### src/rtl/fifo_wr_arbiter.sv
// fifo_wr_arbiter
//   Shares the single async-FIFO write port between two producers in the CLK
//   domain. Channel 0 carries one RegFile read byte per request. Channel 1
//   carries one ALU word per request, written low byte first. The two bytes
//   of a word are always consecutive FIFO entries.
//   Each channel has a one-entry holding slot, so producers fire and forget.
//   Arbitration is round-robin, and writes stall while FIFO_FULL is high.
//
// Handshake: a strobe (Rd_D_Valid / OUT_Valid) is a one-cycle request with no
//   ready. The data is captured if the slot is free. A slot also counts as
//   free in the cycle its last byte is written. A strobe that finds the slot
//   occupied is discarded and sets the sticky Drop_Err. On the FIFO side,
//   WR_INC is a valid strobe and !FIFO_FULL acts as ready. A byte is written
//   only in a cycle where both are true.
//
// Ports:
//   CLK, RST                 clock, asynchronous active-high reset
//   Rd_D, Rd_D_Valid         channel-0 byte and request strobe
//   ALU_OUT, OUT_Valid       channel-1 word and request strobe
//   FIFO_FULL                FIFO backpressure
//   WR_INC, WR_DATA          FIFO write strobe / data (data is 0 when not writing)
//   Ch0_Busy, Ch1_Busy       slot occupied flags
//   Drop_Err                 sticky lost-request flag
//   Arb_Idle                 FSM idle and both slots empty
//   Arb_State                current FSM state, for observation

module fifo_wr_arbiter #(
  parameter int D_Width = 8,
  parameter int ALU_O_W = 2 * D_Width
) (
  input  logic               CLK,
  input  logic               RST,
  input  logic [D_Width-1:0] Rd_D,
  input  logic               Rd_D_Valid,
  input  logic [ALU_O_W-1:0] ALU_OUT,
  input  logic               OUT_Valid,
  input  logic               FIFO_FULL,
  output logic               WR_INC,
  output logic [D_Width-1:0] WR_DATA,
  output logic               Ch0_Busy,
  output logic               Ch1_Busy,
  output logic               Drop_Err,
  output logic               Arb_Idle,
  output logic [1:0]         Arb_State
);

  typedef enum logic [1:0] {
    IDLE   = 2'd0,
    CH0_WR = 2'd1,
    CH1_LO = 2'd2,
    CH1_HI = 2'd3
  } state_t;

  state_t             state;
  state_t             state_nxt;
  logic [D_Width-1:0] slot0;
  logic [ALU_O_W-1:0] slot1;
  logic               pending0;
  logic               pending1;
  logic               last_grant;
  logic               drop_err;
  logic               rel0;
  logic               rel1;

  // A slot is released in the cycle its final byte is accepted by the FIFO.
  assign rel0 = (state == CH0_WR) && !FIFO_FULL;
  assign rel1 = (state == CH1_HI) && !FIFO_FULL;

  always_ff @(posedge CLK or posedge RST) begin
    if (RST) begin
      state <= IDLE;
    end else begin
      state <= state_nxt;
    end
  end

  always_ff @(posedge CLK or posedge RST) begin
    if (RST) begin
      slot0      <= '0;
      slot1      <= '0;
      pending0   <= 1'b0;
      pending1   <= 1'b0;
      drop_err   <= 1'b0;
      last_grant <= 1'b1;  // channel 0 wins the first tie
    end else begin
      // A releasing slot can be refilled in the same cycle.
      if (Rd_D_Valid && (!pending0 || rel0)) begin
        slot0    <= Rd_D;
        pending0 <= 1'b1;
      end else if (rel0) begin
        pending0 <= 1'b0;
      end

      if (OUT_Valid && (!pending1 || rel1)) begin
        slot1    <= ALU_OUT;
        pending1 <= 1'b1;
      end else if (rel1) begin
        pending1 <= 1'b0;
      end

      if ((Rd_D_Valid && pending0 && !rel0) ||
          (OUT_Valid && pending1 && !rel1)) begin
        drop_err <= 1'b1;
      end

      if (rel0) begin
        last_grant <= 1'b0;
      end else if (rel1) begin
        last_grant <= 1'b1;
      end
    end
  end

  always_comb begin
    state_nxt = state;
    WR_INC    = 1'b0;
    WR_DATA   = '0;
    case (state)
      IDLE: begin
        // A grant is made even when the FIFO is full. The granted state then waits.
        if (pending0 && (!pending1 || last_grant)) begin
          state_nxt = CH0_WR;
        end else if (pending1) begin
          state_nxt = CH1_LO;
        end
      end
      CH0_WR: begin
        if (!FIFO_FULL) begin
          WR_INC    = 1'b1;
          WR_DATA   = slot0;
          state_nxt = IDLE;
        end
      end
      CH1_LO: begin
        if (!FIFO_FULL) begin
          WR_INC    = 1'b1;
          WR_DATA   = slot1[D_Width-1:0];
          state_nxt = CH1_HI;
        end
      end
      CH1_HI: begin
        if (!FIFO_FULL) begin
          WR_INC    = 1'b1;
          WR_DATA   = slot1[ALU_O_W-1:D_Width];
          state_nxt = IDLE;
        end
      end
      default: state_nxt = IDLE;
    endcase
  end

  assign Ch0_Busy  = pending0;
  assign Ch1_Busy  = pending1;
  assign Drop_Err  = drop_err;
  assign Arb_Idle  = (state == IDLE) && !pending0 && !pending1;
  assign Arb_State = state;

endmodule
### config.mk
export PLATFORM = sky130hd
export DESIGN_NAME = fifo_wr_arbiter
export DESIGN_NICKNAME = d
export VERILOG_FILES = /design/src/rtl/fifo_wr_arbiter.sv
export SDC_FILE = /design/constraint.sdc
export NUM_CORES = 1
export LEC_CHECK = 0
export CORE_ASPECT_RATIO = 1.4
export CORE_MARGIN = 4
export CORE_UTILIZATION = 25
export DETAILED_ROUTE_END_ITERATION = 8
export HOLD_SLACK_MARGIN = 0.03
export PLACE_DENSITY = 0.45
export SETUP_SLACK_MARGIN = 0.2
export SYNTH_ARGS = -nofsm -noshare
export SYNTH_HDL_FRONTEND = slang
export SYNTH_SLANG_ARGS = --single-unit
export TNS_END_PERCENT = 100
### constraint.sdc
create_clock -name CLK -period 4.2 [get_ports CLK]
set_clock_uncertainty 0.05 [all_clocks]
set_input_delay 0.42 -clock CLK [delete_from_list [all_inputs] [get_ports CLK]]
set_output_delay 0.42 -clock CLK [all_outputs]
set_load 0.05 [all_outputs]
Word-level counts from Yosys, hierarchy flattened

Index checks and enable logic that the tools add are counted.

Register bits: 30
Latch bits: 0
Bits in writable memories: 0
Bits in read-only memories: 0
Bits of input ports: 29
Output and inout port bits: 15
Word-level logic and storage cells: 57
Memories: 0

$add $sub $neg: 0
Multipliers: 0
Divide/modulo/power cells: 0
Order comparisons: 0
Equal/unequal tests: 6
Shift operators: 0
Multiplexer cells: 17
Bitwise gates (word level): 0
Reductions and logical operators: 27

Operators with widths:

| cell               | number |
|---|---|
| $mux 8             | 3 |
| $pmux 8 s3         | 1 |
| $logic_and 1x1->1  | 11 |
| $mux 1             | 8 |
| $mux 2             | 4 |
| $pmux 2 s3         | 1 |
| $reduce_bool 2->1  | 3 |
| $logic_not 1->1    | 5 |
| $eq 2x2->1 const B | 2 |
| $logic_or 1x1->1   | 4 |
| $ne 2x2->1 const B | 2 |
| $ne 3x3->1 const B | 1 |
| $reduce_and 3->1   | 1 |
| $reduce_or 3->1    | 1 |
| $eq 2x1->1 const B | 1 |
| $logic_not 2->1    | 1 |
| $reduce_or 2->1    | 1 |

Depth between registers and ports, before layout

Gate-level depths: netlist of run 1.

Depth in word-level cells: 5
Depth in mapped cells: 5
Mapped depth without buffers: 3

Worst setup path before layout of run 1

OpenSTA, ideal clock, no wires.

Path type: register -> output
Start: reg state[1], in the netlist Arb_State[1]
End: out Arb_Idle
Arrival: 2.638 ns
Data required time: 3.730 ns
Path slack: 1.092 ns
Stages on the path, launching flop included: 5
Path buffers: 3
Cell sequence: dfrtp_1 -> buf_4 -> buf_2 -> buf_2 -> nor4_1

Word-level cells in the longest chain between the ends: 3

RTL lines:

| element                         | RTL line | RTL |
|---|---|---|
| start, declared                 | 54       | `state_t state;` |
| start signal, assigned          | 73       | `state <= state_nxt;` |
| $logic_not 2->1                 | 155      | `assign Arb_Idle = (state == IDLE) && !pending0 && !pending1;` |
| $logic_and 1x1->1 (2 in series) | 155      |  |
| end, declared                   | 43       | `output logic Arb_Idle,` |

Every way passes these cells.

Worst setup path in the final report of run 1

Start: reg state[1], in the netlist Arb_State[1]
End: out WR_DATA[3]

Word-level cells in the longest chain between the ends: 2
Elaborated cells on any way between the ends: 4
Those cells by class: 3 x eq/ne; 1 x mux

RTL lines:

| element                                         | RTL line | RTL |
|---|---|---|
| $eq 2x2->1 / $eq 2x1->1 (equally long branches) | 118      | `case (state)` |
| $pmux 8 s3 (*)                                  | 118      |  |
| end, declared                                   | 39       | `output logic [D_Width-1:0] WR_DATA,` |

Every way passes the cells marked *; elsewhere a longest branch is shown, timed or not.

==> results, run 1 <==
- The clock tree from TritonCTS is done.
- The minimum clock period is 3.10 ns.
- The filler cells instantiated in the layout total 588.
- The layout cell share with drive strength beyond 1 is 27.4%.
- The starting utilization of the core area is 25.7%.
- Detailed placement finished with a half-perimeter wire length of 2.55 mm.
- Setup repair after global routing left no endpoint under its margin.
- The post-placement setup slack is 1.37 ns.
- At the pin with the least slew margin, the transition time is 0.908 ns.
- The floorplan step defined a die boundary enclosing 7310 um^2.
- Setup total negative slack on the finished layout was measured at 0 ns.
- Along the worst path, the maximum fanout reaches 25.
- At the worst endpoint, the arrival time is 2.63 ns.
- CTS built an H-tree with a depth of 2.
- The number of setup buffers added after CTS is 0.
- Setup violations remaining at the end of the flow were counted as 0.
- The area overhead of the layout relative to synthesis is 39.6%.
- For the worst setup path, the data required time is 3.73 ns.
- The number of cell rows is 33.
- The total grt overflow is 0.
- The worst-skew pair later-pin latency is 0.28 ns.
- The clock passes through at most 2 buffers.
- The count of cell types in the netlist is 24.
- The repair_antennas step left the layout with diodes totalling 0.
- The detailed-route wire length per cell is 15.2 um.
- The die span in x is 73.4 um.
- The gate count of the mapped netlist is 119.
- Buffers inserted during clock tree synthesis total 5.
- Wires add up to 3.57 mm.
- The net count after synthesis is 148.
- After synthesis the cells add up to 1500 um^2.
- For this design the static power due to leakage is 0.864 nW.
- The number of antenna violations at the first check in global routing is 0.
- The total chip power is 0.00153 W.
- By startpoint and endpoint, the worst setup path is classified as reg2out.
- Measured against its own limit, the worst slew margin works out to 39.5%.
- The power density over cell area is 734 nW/um^2.
- The total number of vias is 1051.
- Summing all placed instances gives a cell area of 1970 um^2.
- The total core area is 5820 um^2.
- The number of hold-slack violations in the final timing report was 0.
- The sink count of the clock tree is 30.
- The number of global-route vias before repair is 1172.
- Dividing the final minimum period by the clock period gives 73.8%.
- The starting DRC count in detailed routing is 50.
- The first detailed-routing pass ran for 4 iterations.
- The clock slew seen by the registers of the worst setup and hold paths is 0.07 ns.
- Based on the critical path, the design can be clocked at up to 0.323 GHz.
- Gates resized during post-CTS repair numbered 0.
- Entering global routing, the biggest net connects 31 pins.
- The critical path capture point type is an output port.
- The die height is 99.6 um.
- The worst hold path belongs to the class reg2reg.
- Dividing the synthesized area by the synthesized cell count gives 12.6 um^2.
- The run finished with clean final reports.
- Across every metal layer, demand over resource in global routing totals 10.9%.
- Across all setup checks in the final design, the least slack found is 1.10 ns.
- The end-of-flow core utilization is 35.9%.
- For this design the top-level I/O count stands at 44.
- After routing the design area is 2090 um^2.
- Sequential elements use 50.2% of the synthesized area.
- The total of max-cap violations is 0.
- For this run, the post-layout net count is 192.
- The number of storage elements in the synthesis netlist is 30.
- IR analysis of the VDD net gives a maximum drop of 0.247 mV.
- The final-report max-slew violation count is 0.
- The worst setup path is launched from a flop.
- The global-route wire length before repair is 5.91 mm.
- The detail route stage leaves a number of antenna-violating nets equal to 0.
- The count of buffers added on input and output ports is 43.
- After detailed routing, the number of remaining DRC violations is 0.
- The ratio of routed vias to standard cells is 4.49.
- The area taken by multi-input logic gates is 687 um^2.
- The register area is 752 um^2.
- The placer congestion estimate is 0.745.
- After clock tree synthesis, the flow added hold-fix buffers numbering 0.
- The number of warnings printed during yosys synthesis is 0.
- The tree is rooted in a sky130_fd_sc_hd__clkbuf_8.
==> Yosys cell counts (all sizes together) <==
library cell | n | share of area (%)
a21oi | 11 | 3.7
nor3b | 1 | 0.84
nand2 | 13 | 3.3
dfstp | 1 | 1.8
a21boi | 2 | 1.8
nand3b | 10 | 5.8
o21ai | 1 | 0.58
buf | 4 | 2.2
clkbuf | 3 | 0.75
nor2 | 2 | 0.50
a211o | 1 | 0.58
nor4 | 1 | 0.42
a21o | 1 | 0.50
inv | 4 | 1.0
mux2 | 32 | 27
a31oi | 1 | 0.42
dfrtp | 29 | 48
o21bai | 1 | 0.50
nand2b | 1 | 0.42
==> layout make-up <==
type / instances / share of cell area [%]
Sequential cell: 30 / 36.0
Multi-Input combinational cell: 78 / 32.9
Clock buffer: 7 / 4.13
Tap cell: 70 / 4.19
Clock inverter: 1 / 0.239
Inverter: 4 / 0.718
Timing Repair Buffer: 44 / 21.9
==> power by group <==
group,switching (W),leakage [nW],internal [W]
Clock,0.000109,0.0482,0.000132
Combinational,0.000341,0.471,0.000372
Sequential,0.000150,0.345,0.000430
Total,0.000600,0.864,0.000934
==> final timing paths <==
| path | startpoint | end | slack (ns) | cells past startpoint |
|---|---|---|---|---|
| setup reg to reg | Arb_State[1] | slot1[10] | 1.86 | 3 |
| hold reg to reg | last_grant | last_grant | 0.43 | 2 |
| setup / recovery | Arb_State[1] | WR_DATA[3] | 1.10 | 4 |
| hold / removal | last_grant | last_grant | 0.43 | 2 |
| min in group asynchronous | RST | slot1[15] | 0.44 | 2 |
| max in group asynchronous | RST | slot0[7] | 3.16 | 3 |
==> state kept, by name, summed over array words and instances, names as in the netlist <==
name	cells
Drop_Err	1
last_grant	1
Ch0_Busy	1
Ch1_Busy	1
slot0	8
Arb_State	2
slot1	16
==> cells by family (layout without fill, tap and decap cells) <==
kind of cell | Yosys count | in the layout | synth area share, %
buffers and inverters | 11 | 56 | 3.93
DFF | 30 | 30 | 50.2
and+or+nand+nor | 28 | 28 | 11.3
muxes | 32 | 32 | 26.6
AOI/OAI and AO/OA | 18 | 18 | 8.02
==> per-layer routing <==
metal	global-route usage, %	part of all wire (%)
met1	12.2	39
met2	18.7	55
met3	3.03	4.7
met4	5.02	1.7
met5	0	0
==> layout by cell type, fill, tap and decap left out, drive strengths merged <==
master	Yosys	routed
a211o	1	1
clkbuf	3	7
a21boi	2	2
o21ai	1	1
dfrtp	29	29
nand3b	10	10
nand2	13	13
nand2b	1	1
mux2	32	32
nor4	1	1
nor2	2	2
a21o	1	1
buf	4	1
dfstp	1	1
clkinv	0	1
a21oi	11	11
a31oi	1	1
inv	4	4
o21bai	1	1
nor3b	1	1
clkdlybuf4s50	0	43
==> stage by stage <==
step | hold WS [ns] | std cells
final | 0.428 | 234
after global placement | 0.408 | 225
after CTS | 0.434 | 233
after global routing | 0.452 | 234
after floorplan | 0.396 | 119
after detailed placement | 0.423 | 225
==> critical path: stages, from the launching register on <==
cell	delay, ns
sky130_fd_sc_hd__dfrtp_1	0.94
sky130_fd_sc_hd__mux2_2	0.31
sky130_fd_sc_hd__nand2_1	0.06
sky130_fd_sc_hd__a21oi_1	0.20
sky130_fd_sc_hd__clkdlybuf4s50_1	0.84
No activity file was read; power rests on OpenSTA's default activity.
==> run 2: changes to the inputs <==
- PLACE_DENSITY: 0.45 -> 0.46
- clock period: 4.2 -> 2.7 ns (I/O delays scaled with it)
==> run 2 against run 1 <==
- setup slack got worse by 0.69 ns
- routed wire length increased by 5.6%
- count of clock-buffer cells in the layout increased by 1
- design area increased by 4.1%
- clock power increased by 43%
- via count increased by 3.1%
- total power increased by 65%
- register-to-register slack got worse by 1.3 ns
- combinational power increased by 88%
- die area unchanged
- sequential power increased by 46%
- global-route usage increased by 0.32 points
- critical path type unchanged
- largest cell class unchanged
- highest routed layer unchanged
==> results, run 2 (same netlist as run 1, synthesis figures left out) <==
- The flow ran to the end, and the final reports show no timing, DRC or antenna violations.
- The slowest stage of the critical path is the sky130_fd_sc_hd__dfrtp_1 cell.
- The switching power is 0.000976 W (+63%).
- The critical path capture point type is an output port.
- The switching fraction of total power is 38.6% (-0.55 points).
- The sink count of the clock tree came to 30 (unchanged).
- The net total in the final layout came to 196 (+2.1%).
- The arrival time reported for the critical path endpoint is 1.97 ns (-0.66 ns).
- The total of max-cap violations is 0 (unchanged).
- The critical path in this run is classified as reg2out.
- The slack of the worst reg-to-reg path is 0.60 ns (-1.26 ns).
- The period utilization is 84.7%.
- The H-tree depth reported by CTS is 2 (unchanged).
- The starting utilization of the core area is 25.7% (unchanged).
- The global-route wire length before repair was 6.09 mm (+3.1%).
- The total of hold buffers inserted after clock tree synthesis is 0 (unchanged).
- TritonCTS built the clock tree.
- The number of buffers inserted by port buffering was 43 (unchanged).
- The required time of the critical path is 2.38 ns (-1.35 ns).
- Setup repair after global routing left no endpoint under its margin.
- The largest stage delay on the critical path came to 0.65 ns (-0.29 ns).
- The endpoint identified for the worst register-to-register timing path is slot1[10].
- From synthesis to final layout, the design area changed by 45.3%.
- The die span in x is 73.4 um (unchanged).
- The number of antenna violations at the first check in global routing is 0 (unchanged).
- The min-delay analysis places its worst path in the category in2async.
- The flip-flop count of the largest register, all copies and words added is 16 (unchanged).
- The residual DRC count is 0 (unchanged).
- The worst ir drop on vdd came to 0.526 mV (+110%).
- The part of the power in the clock network is 13.6% (-2.1 points).
- The half-perimeter wire length after detailed placement is 2.80 mm (+9.5%).
- The sum of buffers and inverters on the critical path is 2 (+1).
- The cell count after placement is 230 (+2.2%).
- The total of cells resized after clock tree synthesis was 0 (unchanged).
- STA classifies the critical path startpoint as a flop.
- The starting DRC count in detailed routing came to 46 (-8.0%).
- The number of hold-slack violations in the final timing report is 0 (unchanged).
- The launch instance of the worst register-to-register path is Arb_State[1].
- The layout cell share with drive strength beyond 1 is 33.3% (+5.9 points).
- The critical path goes through buf_4 > mux2_2 > nand2_1 > a21oi_1 > buf_12.
- The clock slew seen by the registers of the worst setup and hold paths was 0.06 ns (about the same).
- The total inserted antenna cells came to 0 (unchanged).
- The relative contribution of combinational cells to total power is 53.0% (+6.5 points).
- The total core area is 5820 um^2 (unchanged).
- The number of post-CTS setup repair buffers is 0 (unchanged).
- The register name with the most flops is slot1.
- The total negative setup slack is 0 ns (unchanged).
- The count of final setup violators is 0 (unchanged).
- The number of fill cells in the layout came to 568 (-3.4%).
- The total number of vias came to 1084 (+3.1%).
- The remaining antenna violation count is 0 (unchanged).
- The slew of the pin with the lowest slew margin is 0.549 ns (-0.359 ns).
- The cell chosen for the clock root is sky130_fd_sc_hd__clkbuf_8.
- The first-pass iteration count of the detailed router is 4 (unchanged).
- The final-report max-slew violation count was 0 (unchanged).
- The power density over cell area is 1160 nW/um^2 (+59%).
- The number of cell rows came to 33 (unchanged).
- The number of gates on the worst path with buffers counted is 5 (+1).
- The die height is 99.6 um (unchanged).
- The ratio of routed vias to standard cells is 4.55 (+1.4%).
- The maximum fanout along the worst path is 13 (-48%).
- Timing would allow up to 0.437 GHz.
- The total grt overflow is 0 (unchanged).
- The commonest non-fill, non-tap cell in the layout is sky130_fd_sc_hd__clkdlybuf4s50_1.
- The aggregate global-route resource usage is 11.2% (+0.32 points).
- The number of top-level pins is 44 (unchanged).
- The maximum count of clock buffers along a single path is 2 (unchanged).
- The worst-skew pair later-pin latency is 0.28 ns (about the same).
- The sequential share of power is 33.4% (-4.4 points).
- The cell-internal power is 0.00156 W (+67%).
- The placer congestion estimate came to 0.687 (-7.8%).
- The maximum number of pins on one net before global-route repair is 31 (unchanged).
- The kind of cell with the highest combined delay along the critical path is flip-flops.
- The minimum clock period is 2.29 ns.
- In the layout the commonest cells are 35 x sky130_fd_sc_hd__clkdlybuf4s50_1, 29 x sky130_fd_sc_hd__dfrtp_1, 22 x sky130_fd_sc_hd__mux2_2.
- The detailed-route wire length per cell is 15.8 um (+3.9%).
- The overall die area is 7310 um^2 (unchanged).
- The final standard cell count with taps included and fillers excluded is 238 (+1.7%).
- The leakage power is 0.907 nW (+5.0%).
- The CTS buffer count is 5 (unchanged).
- The number of global-route vias before repair came to 1207 (+3.0%).
- The worst slew margin relative to its limit is 63.4% (+24 points).
- The final wirelength was 3.77 mm (+5.6%).
- The count of cells along the worst register-to-register path was 5 (+2).
-- run 2: how the worst max path moves through the flow --
stage                            start    endpoint  slack [ns]
final                     Arb_State[1]  WR_DATA[3]        0.41
after CTS                 Arb_State[1]  WR_DATA[3]        0.37
after floorplan           Arb_State[1]  WR_DATA[1]        0.25
after detailed placement     FIFO_FULL      WR_INC        0.48
after global routing      Arb_State[1]  WR_DATA[5]        0.31
after global placement       FIFO_FULL      WR_INC        0.48
-- run 2: area by class of cell --
type                            count  area (um^2)  area share [%]
Timing Repair Buffer               48          548            25.2
Clock buffer                        8         80.1            3.68
Multi-Input combinational cell     78          693            31.9
Sequential cell                    30          752            34.6
Inverter                            4         15.0           0.690
Tap cell                           70         87.6            4.03
-- run 2: tightest hold or removal path: stages --
cell                              delay (ns)
sky130_fd_sc_hd__clkdlybuf4s50_1        0.40
sky130_fd_sc_hd__inv_1                  0.05
sky130_fd_sc_hd__buf_4                  0.35
-- run 2: per-layer routing --
metal  track usage, %  share of wire [%]  vias to the layer above
met5                0                  0                        -
met3             3.44                5.3                        8
met4             6.00                3.2                        0
met2             18.1                 51                       32
li1                 -                  -                      512
met1             13.0                 40                      532
-- run 2: power groups by stage --
stage / Clock, W / Combinational (W) / Sequential, W
floorplan: 0 / 0.000873 / 0.000849
global placement: 0 / 0.00135 / 0.000848
detailed placement: 0 / 0.00135 / 0.000858
CTS: 0.000359 / 0.00137 / 0.000852
global route: 0.000380 / 0.00143 / 0.000881
finish: 0.000345 / 0.00134 / 0.000846
-- run 2: metrics by stage --
| step | area, um^2 | hold slack, ns | total power [W] | setup WS [ns] | utilization [%] |
|---|---|---|---|---|---|
| 3_5_place_dp | 2100 | 0.417 | 0.00221 | 0.485 | 36.0 |
| 6_report | 2180 | 0.332 | 0.00253 | 0.413 | 37.4 |
| 4_1_cts | 2180 | 0.341 | 0.00258 | 0.370 | 37.4 |
| 5_1_grt | 2180 | 0.360 | 0.00269 | 0.310 | 37.4 |
| 3_3_place_gp | 2100 | 0.407 | 0.00219 | 0.482 | 36.0 |
| 2_1_floorplan | 1500 | 0.310 | 0.00172 | 0.250 | - |
==> run 3: changes to the inputs <==
- clock period: 2.7 -> 1.9 ns (I/O delays scaled with it)
==> run 3 against run 2 <==
- sequential share of layout area fell by 4.8 points
- largest power group unchanged
- design area rose by 17%
- non-clock buffer count rose by 10
- die area did not move
- clock power rose by 40%
==> results, run 3 (same netlist as run 1, synthesis figures left out) <==
- The number of cell rows is 33 (unchanged).
- The starting utilization of the core area is 25.7% (unchanged).
- The layout cell share with drive strength beyond 1 is 52.2% (+19 points).
- The achievable frequency is 0.578 GHz.
- The half-perimeter wire length after detailed placement came to 2.85 mm (+1.9%).
- The cell repeated most along the worst path is sky130_fd_sc_hd__buf_12.
- The arrival time reported for the critical path endpoint was 1.49 ns (-0.48 ns).
- The number of global-route vias before repair is 1188 (-1.6%).
- The aggregate global-route resource usage came to 11.1% (-0.066 points).
- Setup repair after global routing could not meet its margin everywhere.
- The worst setup path is launched from a flop.
- The maximum fanout along the worst path is 6 (-7).
- The required time of the critical path came to 1.66 ns (-0.72 ns).
- The area growth from synthesis to layout is 69.6%.
- The total core area came to 5820 um^2 (unchanged).
- The total negative setup slack is 0 ns (unchanged).
- The die span in x is 73.4 um (unchanged).
- The die height is 99.6 um (unchanged).
- The post-placement setup slack is 0.131 ns (-0.354 ns).
- The sink count of the clock tree is 30 (unchanged).
- The flow ran to the end, and the final reports show no timing, DRC or antenna violations.
- The placer congestion estimate came to 0.746 (+8.5%).
- The critical path capture point type is an output port.
- The power density over cell area is 1720 nW/um^2 (+48%).
- The starting DRC count in detailed routing is 43 (-6.5%).
- Grouping stages by cell kind, the critical path spends the most delay in flip-flops.
- The slew of the pin with the lowest slew margin is 0.496 ns (-0.0524 ns).
- The capture instance of the worst register-to-register path is slot1[0].
- The maximum count of clock buffers along a single path is 2 (unchanged).
- The total number of vias was 1090 (+0.55%).
- Traced cell by cell, the critical path runs through buf_12 > mux2_4 > nand2_2 > a21oi_4 > buf_12.
- The CTS buffer count is 5 (unchanged).
- The slack of the worst reg-to-reg path is 0.22 ns (-0.38 ns).
- The total chip power came to 0.00438 W (+73%).
- In this run the clock root is driven by a sky130_fd_sc_hd__clkbuf_8.
- Leaving out fill and tap cells, the most frequent cells in the layout are 28 x sky130_fd_sc_hd__clkdlybuf4s50_1, 26 x sky130_fd_sc_hd__dfrtp_1, 18 x sky130_fd_sc_hd__mux2_4.
- The maximum number of pins on one net before global-route repair is 31 (unchanged).
- The total inserted antenna cells was 0 (unchanged).
- The worst-skew pair later-pin latency is 0.28 ns (about the same).
- The beginning of the critical path is Arb_State[1].
- The largest stage delay on the critical path is 0.45 ns (-0.20 ns).
- The total of max-cap violations was 0 (unchanged).
- The number of buffers inserted by port buffering is 43 (unchanged).
- The overall die area was 7310 um^2 (unchanged).
- The register name with the most flops is slot1.
- The count of cells along the worst register-to-register path is 6 (+1).
- The final-report max-slew violation count is 0 (unchanged).
- The critical path is of the reg2out type.
- The flip-flop count of the largest register, all copies and words added is 16 (unchanged).
- The minimum clock period is 1.73 ns.
- In the finished design, the share of the clock period the worst path needs comes to 91.1%.
- The cell type of the slowest stage on the worst timing path is sky130_fd_sc_hd__dfrtp_2.
- The clock slew seen by the registers of the worst setup and hold paths is 0.06 ns (about the same).
- The residual DRC count is 0 (unchanged).
- The ratio of routed vias to standard cells came to 4.40 (-3.5%).
- The global-route wire length before repair is 6.13 mm (+0.57%).
- The final wirelength is 3.79 mm (+0.66%).
- In this run the worst hold path is classified as in2async.
- The remaining antenna violation count came to 0 (unchanged).
- The launch instance of the worst register-to-register path is Arb_State[1].
- The clock tree from TritonCTS is done.
- The number of top-level pins came to 44 (unchanged).
- The final critical-path setup slack was 0.170 ns (-0.243 ns).
- The worst ir drop on vdd is 0.489 mV (-7.1%).
- The number of antenna violations at the first check in global routing is 0 (unchanged).
- The detailed-route wire length per cell came to 15.3 um (-3.4%).
- The number of hold-slack violations in the final timing report is 0 (unchanged).
- The total grt overflow is 0 (unchanged).
- The commonest non-fill, non-tap cell in the layout is sky130_fd_sc_hd__clkdlybuf4s50_1.
- The sum of buffers and inverters on the critical path is 2 (unchanged).
- The leakage power is 1.08 nW (+19%).
- The net total in the final layout is 206 (+5.1%).
- The count of final setup violators is 0 (unchanged).
- The worst slew margin relative to its limit came to 67.1% (+3.6 points).
- The first-pass iteration count of the detailed router came to 2 (-2).
- The H-tree depth reported by CTS is 2 (unchanged).
-- run 3: cell types whose count changed in the layout (fill, tap and decap cells not counted), sizes merged --
cell           change
dlygate4sd2        +2
clkdlybuf4s50      -7
buf               +14
clkbuf             -1
clkinv             +2
-- run 3: per-layer routing --
layer	routed length [um]	part of all wire [%]	GRT usage, %	up-vias
met4	75	2.0	5.02	0
li1	-	-	-	530
met5	0	0	0	-
met1	1530	40	12.8	531
met2	2040	54	18.7	24
met3	149	3.9	3.24	5
-- run 3: repair_timing --
action | 4_1_cts | 5_1_grt
pin swaps | 0 | 14
setup endpoints to repair | 10 | 17
gates resized for setup | 3 | 26
buffers inserted | 5 | 1
hold buffers | 0 | 0
cloned | 0 | 1
-- run 3: tightest hold or removal path, delay by kind of cell --
kind / cells / cell delay (ns)
buffers and inverters: 3 / 0.79
-- run 3: how the worst max path moves through the flow --
stage	end	cells past startpoint
final	WR_DATA[7]	5
after global placement	slot1[0]	5
after global routing	WR_DATA[7]	5
after detailed placement	slot1[14]	5
after floorplan	Arb_Idle	4
after CTS	WR_DATA[4]	5
-- run 3: through the flow --
| step | instance area, um^2 | std cells | util, % | hold slack, ns |
|---|---|---|---|---|
| 6_report | 2540 | 248 | 43.6 | 0.241 |
| 3_3_place_gp | 2290 | 233 | 39.3 | 0.417 |
| 2_1_floorplan | 1630 | 119 | - | 0.230 |
| 5_1_grt | 2540 | 248 | 43.6 | 0.313 |
| 3_5_place_dp | 2290 | 233 | 39.3 | 0.415 |
| 4_1_cts | 2410 | 246 | 41.3 | 0.255 |
-- run 3: power by group --
group / internal (W) / switching (W) / total, W / leakage, nW
Sequential: 0.000960 / 0.000237 / 0.00120 / 0.343
Clock: 0.000253 / 0.000229 / 0.000482 / 0.0450
Combinational: 0.00147 / 0.00123 / 0.00270 / 0.691
Total: 0.00268 / 0.00170 / 0.00438 / 1.08
-- run 3: cell type report --
| class | instances | area [um^2] |
|---|---|---|
| sequential | 30 | 756 |
| tap | 70 | 87.6 |
| timing repair buffer | 58 | 713 |
| clock buffer | 6 | 72.6 |
| fill | 552 | 3280 |
| inverter | 4 | 15.0 |
| multi-input combinational | 78 | 886 |
| clock inverter | 2 | 10.0 |
